==> config.mk <==
export PLATFORM = sky130hd
export DESIGN_NAME = sobel_gradient_compute
export DESIGN_NICKNAME = d
export VERILOG_FILES = /design/src/rtl/sobel_pkg.sv /design/src/rtl/sobel_pixel_counter.sv /design/src/rtl/sobel_gradient_compute.sv
export SDC_FILE = /design/constraint.sdc
export NUM_CORES = 1
export LEC_CHECK = 0
export CAP_MARGIN = 20
export CORE_ASPECT_RATIO = 1.4
export CORE_MARGIN = 4
export CORE_UTILIZATION = 30
export DETAILED_ROUTE_END_ITERATION = 6
export DONT_BUFFER_PORTS = 1
export GPL_TIMING_DRIVEN = 0
export PLACE_DENSITY = 0.53
export SLEW_MARGIN = 10
export SYNTH_ARGS = -nofsm -noshare
export SYNTH_HDL_FRONTEND = slang
export SYNTH_SLANG_ARGS = --single-unit
==> constraint.sdc <==
create_clock -name clk -period 3.11 [get_ports clk]
set_clock_uncertainty 0.2 [all_clocks]
set_input_delay 0.622 -clock clk [delete_from_list [all_inputs] [get_ports clk]]
set_output_delay 0.622 -clock clk [all_outputs]
set_load 0.02 [all_outputs]
==> src/rtl/sobel_pkg.sv <==
// sobel_pkg: shared widths, default frame size and Sobel kernel weights.
// Imported by sobel_pixel_counter and sobel_gradient_compute.
package sobel_pkg;

    localparam int PIXEL_W        = 8;
    localparam int SUM_W          = 10;
    localparam int MAG_W          = 11;
    localparam int PIXEL_MAX      = 255;
    localparam int DEF_IMG_WIDTH  = 640;
    localparam int DEF_IMG_HEIGHT = 480;

    localparam int K_SIDE = 1;
    localparam int K_MID  = 2;

    typedef logic [PIXEL_W-1:0] pixel_t;
    typedef logic [SUM_W-1:0]   sum_t;
    typedef logic [MAG_W-1:0]   mag_t;

    typedef struct packed {
        sum_t gx_p;
        sum_t gx_n;
        sum_t gy_p;
        sum_t gy_n;
        logic border;
        logic last;
    } s1_t;

    // One side of a kernel: side taps weighted 1, middle tap weighted 2
    function automatic sum_t tap_sum(pixel_t a, pixel_t m, pixel_t b);
        return sum_t'(a) * sum_t'(K_SIDE)
             + sum_t'(m) * sum_t'(K_MID)
             + sum_t'(b) * sum_t'(K_SIDE);
    endfunction

    function automatic sum_t abs_diff(sum_t p, sum_t n);
        return (p >= n) ? p - n : n - p;
    endfunction

endpackage

==> src/rtl/sobel_pixel_counter.sv <==
// sobel_pixel_counter: col/row position of the incoming window stream,
// advancing on done; flags the image border and the last pixel of a frame.
module sobel_pixel_counter
    import sobel_pkg::*;
#(
    parameter int IMG_WIDTH  = DEF_IMG_WIDTH,
    parameter int IMG_HEIGHT = DEF_IMG_HEIGHT
) (
    input  logic clk,
    input  logic rst,
    input  logic done,
    output logic border,
    output logic last
);

    localparam int CW = (IMG_WIDTH  > 1) ? $clog2(IMG_WIDTH)  : 1;
    localparam int RW = (IMG_HEIGHT > 1) ? $clog2(IMG_HEIGHT) : 1;

    localparam logic [CW-1:0] COL_LAST = CW'(IMG_WIDTH - 1);
    localparam logic [RW-1:0] ROW_LAST = RW'(IMG_HEIGHT - 1);

    logic [CW-1:0] col;
    logic [RW-1:0] row;
    logic          col_end;
    logic          row_end;

    assign col_end = (col == COL_LAST);
    assign row_end = (row == ROW_LAST);

    always_ff @(posedge clk) begin
        if (!rst) begin
            col <= '0;
            row <= '0;
        end else if (done) begin
            if (col_end) begin
                col <= '0;
                row <= row_end ? '0 : row + 1'b1;
            end else begin
                col <= col + 1'b1;
            end
        end
    end

    assign border = (col == '0) | col_end | (row == '0) | row_end;
    assign last   = col_end & row_end;

endmodule

==> src/rtl/sobel_gradient_compute.sv <==
// sobel_gradient_compute: 3-stage Sobel |Gx|+|Gy| with border zeroing.
// Optional binarization against THRESHOLD under `define SOBEL_THRESHOLD_EN.
module sobel_gradient_compute
    import sobel_pkg::*;
#(
    parameter int IMG_WIDTH  = DEF_IMG_WIDTH,
    parameter int IMG_HEIGHT = DEF_IMG_HEIGHT,
    parameter int THRESHOLD  = 100
) (
    input  logic               clk,
    input  logic               rst,
    input  logic [PIXEL_W-1:0] d0_i,
    input  logic [PIXEL_W-1:0] d1_i,
    input  logic [PIXEL_W-1:0] d2_i,
    input  logic [PIXEL_W-1:0] d3_i,
    input  logic [PIXEL_W-1:0] d4_i,
    input  logic [PIXEL_W-1:0] d5_i,
    input  logic [PIXEL_W-1:0] d6_i,
    input  logic [PIXEL_W-1:0] d7_i,
    input  logic [PIXEL_W-1:0] d8_i,
    input  logic               done_i,
    output logic [PIXEL_W-1:0] pixel_o,
    output logic               done_o,
    output logic               frame_done_o
);

    logic   border_now;
    logic   last_now;
    s1_t    s1;
    logic   v1;
    sum_t   ax;
    sum_t   ay;
    logic   b2;
    logic   l2;
    logic   v2;
    mag_t   mag;
    pixel_t sat;
    pixel_t result;

    // The centre tap carries zero weight in both kernels
    logic unused_centre;
    assign unused_centre = ^d4_i;

    sobel_pixel_counter #(
        .IMG_WIDTH (IMG_WIDTH),
        .IMG_HEIGHT(IMG_HEIGHT)
    ) u_counter (
        .clk   (clk),
        .rst   (rst),
        .done  (done_i),
        .border(border_now),
        .last  (last_now)
    );

    always_ff @(posedge clk) begin
        if (!rst) begin
            v1           <= 1'b0;
            v2           <= 1'b0;
            done_o       <= 1'b0;
            frame_done_o <= 1'b0;
            pixel_o      <= '0;
        end else begin
            v1           <= done_i;
            v2           <= v1;
            done_o       <= v2;
            frame_done_o <= v2 & l2;
            if (v2) pixel_o <= result;
        end
    end

    // Datapath registers only move with their valid bit
    always_ff @(posedge clk) begin
        if (done_i) begin
            s1.gx_p   <= tap_sum(d2_i, d5_i, d8_i);
            s1.gx_n   <= tap_sum(d0_i, d3_i, d6_i);
            s1.gy_p   <= tap_sum(d6_i, d7_i, d8_i);
            s1.gy_n   <= tap_sum(d0_i, d1_i, d2_i);
            s1.border <= border_now;
            s1.last   <= last_now;
        end
        if (v1) begin
            ax <= abs_diff(s1.gx_p, s1.gx_n);
            ay <= abs_diff(s1.gy_p, s1.gy_n);
            b2 <= s1.border;
            l2 <= s1.last;
        end
    end

    always_comb begin
        result = '0;
        mag    = mag_t'(ax) + mag_t'(ay);
        sat    = (mag > mag_t'(PIXEL_MAX)) ? pixel_t'(PIXEL_MAX)
                                           : mag[PIXEL_W-1:0];
`ifdef SOBEL_THRESHOLD_EN
        result = (sat >= pixel_t'(THRESHOLD)) ? pixel_t'(PIXEL_MAX) : '0;
`else
        result = sat;
`endif
        if (b2) result = '0;
    end

`ifndef SOBEL_THRESHOLD_EN
    localparam int unused_threshold = THRESHOLD;
`endif

endmodule
==> results.sh <==
export IMPL_port_buffers=0
export IMPL_ir_drop_uv=298
export IMPL_dieArea_um2=26400
export IMPL_synthArstFlopShare_pct=0
export IMPL_clock_root_buffer="clkbuf_16"
export IMPL_synth_seq_cells=95
export IMPL_final_cells=1009
export IMPL_grt_max_degree=44
export IMPL_antenna_cells=0
export IMPL_drtPass1Iterations=4
export IMPL_reg2reg_to="ay[3]$_DFFE_PP_"
export IMPL_swShare_pct=36.9
export IMPL_ios=85
export IMPL_num_nets_final=898
export IMPL_drt_wl_total_um=14500
export IMPL_place_inst=993
export IMPL_arrival_ns=2.63
export IMPL_syn_to_final_growth_pct=9.30
export IMPL_place_congestion=0.964
export IMPL_setup_viol=0
export IMPL_status="complete, no violations"
export IMPL_hold_violations=0
export IMPL_synth_most_common_cell="ha_1"
export IMPL_post_drt_via_cell_ratio=4.59
export IMPL_synth_cell_types=55
export IMPL_dpl_hpwl_um=12200
export IMPL_synth_area_leaders="edfxtp_1, ha_1, fa_1"
export IMPL_end_kind="flop"
export IMPL_syn_area_um2=7160
export IMPL_hold_depth=0
export IMPL_synthFlopType="edfxtp_1"
export IMPL_syn_nets=887
export IMPL_synth_top_area_share_pct=26.8
export IMPL_grt_overflow=0
export IMPL_r2r_start="s1[5]$_DFFE_PP_"
export IMPL_seqPwrFrac_pct=34.1
export IMPL_ant_nets=0
export IMPL_hold_start="done_i"
export IMPL_synthTopCellsByCount="ha_1, inv_1, edfxtp_1"
export IMPL_cp_required_ns=3.00
export IMPL_worstSetupStartpointType="flop"
export IMPL_tritoncts_num_buffers=9
export IMPL_worst_pin_slew_ns=0.963
export IMPL_fin_setup_tns_ns=0
export IMPL_slew_headroom_pct=35.7
export IMPL_antenna_found_initial=0
export IMPL_clkLatencyLatePin_ns=0.35
export IMPL_clkTransAtPathRegs_ns=0.07
export IMPL_cts_repair_resized=0
export IMPL_pwr_share_clk_pct=19.1
export IMPL_drive_gt1_share_pct=4.13
export IMPL_maxCapViolations=0
export IMPL_min_to="s1[40]$_DFFE_PP_"
export IMPL_clockBufferDepth=2
export IMPL_grt_pass1_vias=4765
export IMPL_avgSynthCellArea_um2=10.4
export IMPL_cts_setup_buffers=0
export IMPL_fp_dieH_um=191
export IMPL_rows=66
export IMPL_die_width_um=139
export IMPL_cts_max_level=3
export IMPL_fin_crit_sh_pct=87.9
export IMPL_reg2reg_slack_ns=0.38
export IMPL_yosysWarnings=0
export IMPL_p_switching_mw=2.03
export IMPL_drt_initial_drc_count=175
export IMPL_max_freq_mhz=366
export IMPL_rr_worst_depth=10
export IMPL_grt_first_pass_wirelength_um=23900
export IMPL_routedWlPerCell_um=14.4
export IMPL_grt_setup_unrepaired="false"
export IMPL_yosysTopAreaCell="edfxtp_1"
export IMPL_hold_path_class="input pin to flop"
export IMPL_synth_seq_area_share_pct=35.5
export IMPL_maxSlewViolCount=0
export IMPL_cellLeakagePower_nw=3.33
export IMPL_core_um2=23400
export IMPL_path_max_fanout=8
export IMPL_internal_power_mw=3.47
export IMPL_critical_path_class="flop to flop"
export IMPL_pwr_share_comb_pct=46.8
export IMPL_drc_errors=0
export IMPL_syn_inst=687
export IMPL_synth_edf_count=64
export IMPL_numClockSinks=95
export IMPL_min_period_ns=2.73
export IMPL_utilization_pct=33.5
export IMPL_track_usage_pct=11.2
export IMPL_cts_hold_fix_buffers=0
export IMPL_dr_total_vias=4635
export IMPL_powerDensity_nw_per_um2=702
export IMPL_cts_tree="yes"
export IMPL_start_util_pct=30.6
==> worst max path at each step <==
stage,from,to,slack (ns),cells after the start
after floorplan,d0_i[2],s1[30]$_DFFE_PP_,0.21,8
after global placement,d2_i[2],s1[40]$_DFFE_PP_,0.02,8
after detailed placement,d2_i[2],s1[40]$_DFFE_PP_,0.01,8
after CTS,s1[5]$_DFFE_PP_,ay[7]$_DFFE_PP_,0.37,10
after global routing,s1[5]$_DFFE_PP_,ay[7]$_DFFE_PP_,0.17,10
final,s1[5]$_DFFE_PP_,ay[3]$_DFFE_PP_,0.38,10
==> worst max-delay path: stages (launching register included) <==
cell	delay, ns
edfxtp_1	0.39
inv_1	0.07
ha_1	0.22
buf_2	0.17
a21oi_1	0.24
a31oi_1	0.17
o31ai_1	0.31
nor2b_1	0.17
buf_4	0.20
mux2i_1	0.25
xnor2_1	0.08
==> registers in the layout (all words and copies together), names as in the netlist <==
name / cells
frame_done_o: 1
u_counter.col: 10
done_o: 1
s1: 42
ax: 10
ay: 10
l2: 1
u_counter.row: 9
pixel_o: 8
v2: 1
v1: 1
b2: 1
==> kinds of logic (layout without fill, tap and decap cells) <==
kind of cell	after synthesis	in the layout	share of synthesized area, %
flops	95	95	35.5
mux	19	19	2.66
xor+xnor	56	56	6.85
buf+inv	92	108	5.00
compound gates	135	135	12.1
fa+ha+maj	125	125	25.7
simple gates	165	165	12.2
==> per-layer routing <==
metal	part of all wire (%)	vias up	global-route usage [%]
li1	-	2425	-
met1	41	2082	12.2
met2	50	108	20.1
met3	6.3	20	3.56
met4	2.5	0	4.52
met5	0	-	0
==> through the flow <==
stage	hold WS (ns)	setup slack [ns]	power [mW]	instance area, um^2
2_1_floorplan	0.200	0.208	3.93	7160
3_3_place_gp	0.202	0.0214	4.48	7540
3_5_place_dp	0.210	0.00959	4.49	7540
4_1_cts	0.168	0.367	5.58	7830
5_1_grt	0.165	0.173	5.98	7830
6_report	0.185	0.376	5.50	7830
==> power groups by stage <==
stage               combinational, mW  clock [mW]  sequential, mW
global placement                 2.57           0            1.90
detailed placement               2.58           0            1.91
CTS                              2.60        1.10            1.88
floorplan                        2.09           0            1.84
finish                           2.57        1.05            1.87
global route                     2.94        1.14            1.90
==> layout make-up <==
type                            count  area (um^2)
Fill cell                        2403        15500
Multi-Input combinational cell    500         4260
Sequential cell                    95         2540
Tap cell                          306          383
Inverter                           74          278
Clock buffer                       11          244
Buffer                             18         80.1
Clock inverter                      5         38.8
==> layout by cell type, fill, tap and decap left out, types with 4 or more instances in the layout <==
cell	synthesis	final
o21bai_1	4	4
mux2i_1	19	19
ha_1	88	88
o21a_1	8	8
and2_1	7	7
nand3b_1	6	6
nor2_1	43	43
a311oi_1	6	6
a21oi_1	53	53
clkbuf_1	12	12
clkbuf_16	0	9
xor2_1	20	20
nand4_1	8	8
a31oi_1	7	7
inv_1	74	74
and3_1	8	8
nor3_1	7	7
nand3_1	13	13
edfxtp_1	64	64
nor4b_1	4	4
nand2_1	36	36
a21o_1	18	18
nor2b_1	19	19
xnor2_1	36	36
fa_1	37	37
buf_2	4	4
dfxtp_1	31	31
o21ai_0	16	16
Power figures use the tool's default switching activity.
